File: config.mk
export PLATFORM = sky130hd
export DESIGN_NAME = uart_frame_tx
export DESIGN_NICKNAME = d
export VERILOG_FILES = /design/src/rtl/uart_frame_tx.sv
export SDC_FILE = /design/constraint.sdc
export NUM_CORES = 1
export LEC_CHECK = 0
export BUFFER_PORTS_ARGS = -buffer_cell sky130_fd_sc_hd__clkbuf_2
export CELL_PAD_IN_SITES_DETAIL_PLACEMENT = 0
export CELL_PAD_IN_SITES_GLOBAL_PLACEMENT = 1
export CORE_MARGIN = 1
export CORE_UTILIZATION = 43
export CTS_CLUSTER_SIZE = 28
export DETAILED_ROUTE_END_ITERATION = 10
export GPL_TIMING_DRIVEN = 1
export HOLD_SLACK_MARGIN = 0.05
export PLACE_DENSITY_LB_ADDON = 0.1
export RECOVER_POWER = 50
export SETUP_SLACK_MARGIN = 0.4
export SYNTH_ARGS = -nofsm -noshare
export SYNTH_HDL_FRONTEND = slang
export SYNTH_SLANG_ARGS = --single-unit
File: constraint.sdc
create_clock -name sys_clk -period 2.8 [get_ports sys_clk]
set_clock_uncertainty 0.2 [all_clocks]
set_input_delay 0.56 -clock sys_clk [delete_from_list [all_inputs] [get_ports sys_clk]]
set_output_delay 0.56 -clock sys_clk [all_outputs]
set_load 0.1 [all_outputs]
File: src/rtl/uart_frame_tx.sv
// Multi-byte UART transmitter: serialises a BYTES*DATA_BITS word into back-to-back frames under valid/ready.
// Optional parity bit is compiled in with `define UART_TX_PARITY_EN (PARITY_ODD selects odd parity).
module uart_frame_tx #(
  parameter int BYTES          = 5,
  parameter int DATA_BITS      = 8,
  parameter int STOP_BITS      = 1,
  parameter int BPS            = 115200,
  parameter int CLK_FRE        = 50_000_000,
  parameter int MSB_BYTE_FIRST = 0,
  parameter int PARITY_ODD     = 0
) (
  input  logic                       sys_clk,
  input  logic                       sys_rst,
  input  logic [BYTES*DATA_BITS-1:0] tx_data,
  input  logic                       tx_valid,
  output logic                       tx_ready,
  output logic                       tx_busy,
  output logic                       tx_done,
  output logic                       uart_txd
);

  localparam int BAUD_RAW = CLK_FRE / BPS;
  localparam int BAUD_CNT = (BAUD_RAW < 2) ? 2 : BAUD_RAW;
  localparam int BW       = $clog2(BAUD_CNT);
  localparam int W        = BYTES * DATA_BITS;
  localparam int IW       = (BYTES > 1) ? $clog2(BYTES) : 1;
  localparam int DW       = $clog2(DATA_BITS);

  if (BYTES < 1 || BYTES > 16 || DATA_BITS < 5 || DATA_BITS > 8 ||
      STOP_BITS < 1 || STOP_BITS > 2 || PARITY_ODD < 0 || PARITY_ODD > 1) begin : g_param_err
    $error("uart_frame_tx: parameter out of range");
  end

  typedef enum logic [2:0] {
    IDLE,
    START,
    DATA,
`ifdef UART_TX_PARITY_EN
    PAR,
`endif
    STOP
  } state_t;

  state_t          state_q;
  logic [BW-1:0]   baud_q;
  logic [DW-1:0]   bit_q;
  logic [IW-1:0]   idx_q;
  logic [W-1:0]    shift_q;
  logic            txd_q;
  logic            done_q;
`ifdef UART_TX_PARITY_EN
  logic            par_q;
`endif
  logic            tick;
  logic [W-1:0]    tx_ord;

  // Reorder characters so character 0 always sits in the low slice; the shifter then runs LSB-first throughout.
  for (genvar c = 0; c < BYTES; c++) begin : g_ord
    localparam int SRC = (MSB_BYTE_FIRST != 0) ? (BYTES - 1 - c) : c;
    assign tx_ord[c*DATA_BITS +: DATA_BITS] = tx_data[SRC*DATA_BITS +: DATA_BITS];
  end

  assign tick = (baud_q == BW'(BAUD_CNT - 1));

  always_ff @(posedge sys_clk) begin
    if (sys_rst) begin
      state_q <= IDLE;
      baud_q  <= '0;
      bit_q   <= '0;
      idx_q   <= '0;
      shift_q <= '0;
      txd_q   <= 1'b1;
      done_q  <= 1'b0;
`ifdef UART_TX_PARITY_EN
      par_q   <= 1'b0;
`endif
    end else begin
      done_q <= 1'b0;
      baud_q <= tick ? '0 : baud_q + 1'b1;
      case (state_q)
        IDLE: begin
          baud_q <= '0;
          if (tx_valid) begin
            state_q <= START;
            shift_q <= tx_ord;
            idx_q   <= '0;
            bit_q   <= '0;
            txd_q   <= 1'b0;
          end
        end
        START: begin
          if (tick) begin
            state_q <= DATA;
            bit_q   <= '0;
            txd_q   <= shift_q[0];
`ifdef UART_TX_PARITY_EN
            par_q   <= (PARITY_ODD != 0);
`endif
          end
        end
        DATA: begin
          if (tick) begin
            shift_q <= shift_q >> 1;
`ifdef UART_TX_PARITY_EN
            par_q   <= par_q ^ shift_q[0];
`endif
            if (bit_q == DW'(DATA_BITS - 1)) begin
              bit_q <= '0;
`ifdef UART_TX_PARITY_EN
              state_q <= PAR;
              txd_q   <= par_q ^ shift_q[0];
`else
              state_q <= STOP;
              txd_q   <= 1'b1;
`endif
            end else begin
              bit_q <= bit_q + 1'b1;
              txd_q <= shift_q[1];
            end
          end
        end
`ifdef UART_TX_PARITY_EN
        PAR: begin
          if (tick) begin
            state_q <= STOP;
            bit_q   <= '0;
            txd_q   <= 1'b1;
          end
        end
`endif
        STOP: begin
          if (tick) begin
            if (bit_q == DW'(STOP_BITS - 1)) begin
              bit_q <= '0;
              // Next character starts immediately: no idle bit inside a transaction.
              if (idx_q == IW'(BYTES - 1)) begin
                state_q <= IDLE;
                done_q  <= 1'b1;
              end else begin
                state_q <= START;
                idx_q   <= idx_q + 1'b1;
                txd_q   <= 1'b0;
              end
            end else begin
              bit_q <= bit_q + 1'b1;
            end
          end
        end
        default: state_q <= IDLE;
      endcase
    end
  end

  assign uart_txd = txd_q;
  assign tx_done  = done_q;
  assign tx_busy  = (state_q != IDLE);
  assign tx_ready = (state_q == IDLE) && !sys_rst;

endmodule

==> summary.md <==
| Metric | Value |
|---|---|
| CTS Buf Count | `9` |
| Ys Warns | `0` |
| Drt drc | `0` |
| Count of buffers from port buffering | `46` |
| Worst-path clk slew | `0.07 ns` |
| Synth Register Bits | `59` |
| Vias | `2582` |
| Slowest CP cell | `buf_2` |
| H-tree Lvls | `3` |
| Highest routed layer | `met4` |
| Root Buffer | `clkbuf_8` |
| WP buf/inv | `3` |
| Number of hold violations in the final report | `0` |
| First-pass DRT Iterations | `5` |
| Clk sinks | `just under 60` |
| Core area | `between 6000 and 7000 um2` |
| EDFF count, synth | `0` |
| Max rail drop VDD | `~0.94 mV` |
| Final min period | `2.36 ns` |
| Async SR Flop Fraction | `0%` |
| Metal2 WL | `approximately 3200 um` |
| Max-cap violation count | `0` |
| Total congestion overflow | `0` |
| Initial DRC Count | `~150` |
| Global placement routability congestion | `approximately 0.83` |
| Remaining antenna violation count | `0` |
| # setup viols final | `0` |
| Worst-margin pin slew | `1.16 ns` |
| Worst-case clock buffer depth | `2` |
| Met1 wire length | `between 3000 and 4000 um` |
| TritonCTS clock tree | `built` |
| Number of diodes | `0` |
| DIE HEIGHT | `approximately 86 um` |
| Largest net degree at the start of global routing | `45` |
| Initial antenna violation count | `0` |
| Core Util, Final | `between 50% and 60%` |
| Arrival time worst endpoint | `1.60 ns` |
| First-pass GRT wire length | `between 10000 and 15000 um` |
| Crit-path max cell delay | `0.45 ns` |
| Fmax | `about 420 MHz` |
| Register-to-Register Path Depth | `6` |
| Setup Fix Bufs, Post-CTS | `0` |
| Reg area | `between 1000 and 1500 um2` |
| Site row count | `30` |
| Post-Synthesis Cells | `325` |
| Seq/Total Area, Yosys | `39.0%` |
| Leakage | `~1.3 nW` |
| Required time worst endpoint | `a little over 2 ns` |
| # fillers | `roughly 650` |
| Pwr dens | `1160 nW/um2` |
| DR WL met3 | `around 310 um` |
| Vias in the first global route | `~2400` |
| Share of cells above drive strength 1 | `between 20% and 30%` |
| Clock Latency Late Sink | `roughly 0.33 ns` |
| Die Area | `7380 um2` |
| Slew margin rel. | `23.1%` |
| RSZ-0062 raised after global routing | `false` |
| CP endpoint kind | `primary output` |
| Cell Area, Synth | `slightly above 3000 um2` |
| Cell Chain, Critical Path | `inv_1 > ha_4 > clkinvlp_4 > buf_2` |
| Initial Util | `between 40 and 50%` |
| Die Width | `~86 um` |
| CP Depth | `4` |
| Post-DR wirelength/cell | `15.4 um` |
| Area of the multi-input gates | `roughly 1700 um2` |
| Post-DP HPWL | `4380 um` |
| Crit path max fanout | `6` |
| Hold Path Stages | `1` |
| Post-DP Area | `between 3000 and 4000 um2` |
| GRT Resource Usage Total | `roughly 20%` |
| WL final | `slightly above 7000 um` |
| Via density | `5.61` |
| Min-Delay Path Class | `flip-flop to flip-flop` |
| Run status | `completed` |
| Tcrit/Tclk final | `between 80% and 90%` |
| Syn_area_per_cell | `about 9.3 um2` |
| Nets | `slightly above 400` |
| Final Max Tran Viols | `0` |
| Cell area after layout | `3530 um2` |
| WS Path Type | `flip-flop to primary output` |
| Worst Setup Start Kind | `flip-flop` |
| Setup TNS | `0 ns` |
| Netlist cell types | `44` |
| Dominant synthesized flop cell | `dfxtp_1` |
| Top delay family on crit path | `buffers and inverters` |
| Area growth, synth to finish | `16.4%` |
| I/O pin count | `between 40 and 50` |
| Post-synth net total | `around 380` |
## state kept, by name, indices dropped and copies added (netlist names)
register and flops:
uart_txd 1, bit_q 3, idx_q 3, shift_q 40, baud_q 9, state_q 2, tx_done 1
## through the flow
stage	power (W)	hold slack (ns)	worst slack, ns	cells
final	0.00410	0.267	0.440	460
after global routing	0.00439	0.283	0.347	460
after CTS	0.00413	0.274	0.419	460
after detailed placement	0.00332	0.251	0.651	444
after global placement	0.00329	0.241	0.685	444
after floorplan	0.00293	0.230	0.373	325
## worst paths after layout
path / from / endpoint / slack, ns
setup / recovery: state_q[0] / tx_busy / 0.44
hold reg to reg: baud_q[0] / baud_q[0] / 0.27
setup reg to reg: baud_q[0] / shift_q[1] / 0.49
hold / removal: baud_q[0] / baud_q[0] / 0.27
## cell usage in the layout (no fill, tap or decap), types with 2 or more instances in the layout
cell type | Yosys | final
a211oi_1 | 40 | 40
a21oi_1 | 8 | 8
a31oi_1 | 40 | 40
and3_1 | 2 | 2
buf_4 | 0 | 8
clkbuf_1 | 18 | 2
clkbuf_2 | 0 | 42
clkbuf_8 | 0 | 12
clkinv_2 | 0 | 2
clkinvlp_4 | 0 | 2
dfxtp_1 | 59 | 58
ha_1 | 11 | 10
inv_1 | 13 | 11
mux2i_1 | 42 | 42
nand2_1 | 12 | 12
nand2b_1 | 3 | 3
nand3_1 | 7 | 7
nand4_1 | 2 | 2
nor2_1 | 13 | 12
nor2b_1 | 2 | 2
nor3_1 | 3 | 3
o21ai_0 | 6 | 7
o31ai_1 | 3 | 3
xnor2_1 | 4 | 4
xor2_1 | 3 | 3
## layout make-up
| class | count | area share, % |
|---|---|---|
| clock buffers | 12 | 4.68 |
| clock inverters | 4 | 1.35 |
| inverters | 13 | 1.49 |
| multi-input cells | 223 | 47.5 |
| flip-flops and latches | 59 | 33.5 |
| well taps | 96 | 3.41 |
| repair buffers | 53 | 8.02 |
## routing by layer
| layer | global-route usage, % | vias up |
|---|---|---|
| met2 | 31.5 | 48 |
| met4 | 4.70 | 0 |
| li1 | - | 1293 |
| met1 | 26.4 | 1236 |
| met3 | 6.06 | 5 |
| met5 | 0 | - |
## power breakdown
group | total [W] | switching (W) | internal, W | leakage (nW)
clock network | 0.000818 | 0.000338 | 0.000481 | 0.108
registers | 0.00125 | 0.000144 | 0.00110 | 0.487
logic | 0.00204 | 0.00126 | 0.000775 | 0.688
## cells by family (layout without fill, tap and decap cells)
kind of cell / after synthesis / count (layout) / share of synthesized area (%)
muxes: 42 / 42 / 13.9
DFF: 59 / 59 / 39.0
buffers and inverters: 43 / 82 / 6.12
xor gates and xnor gates: 7 / 7 / 2.02
adders and majority gates: 11 / 11 / 4.55
and+or+nand+nor: 55 / 55 / 9.92
AOI/OAI and AO/OA: 108 / 108 / 24.5
## repair_timing
item | CTS | global route
endpoints found under the setup margin | 0 | 1
gates resized for setup | 0 | 1
hold buffers | 0 | 0
## synth_stat cells (3+ instances only)
| cell type | n | area, um2 |
|---|---|---|
| xor2_1 | 3 | 26.3 |
| buf_1 | 3 | 11.3 |
| nor3_1 | 3 | 15.0 |
| o31ai_1 | 3 | 22.5 |
| o21ai_0 | 6 | 30.0 |
| a211oi_1 | 40 | 300 |
| nand3_1 | 7 | 35.0 |
| inv_1 | 13 | 48.8 |
| nand2b_1 | 3 | 18.8 |
| a21oi_1 | 8 | 40.0 |
| mux2i_1 | 42 | 420 |
| a31oi_1 | 40 | 250 |
| nor2_1 | 13 | 48.8 |
| xnor2_1 | 4 | 35.0 |
| buf_2 | 7 | 35.0 |
| clkbuf_1 | 18 | 67.6 |
| dfxtp_1 | 59 | 1180 |
| ha_1 | 11 | 138 |
| nand2_1 | 12 | 45.0 |
Power figures use the tool's default switching activity.
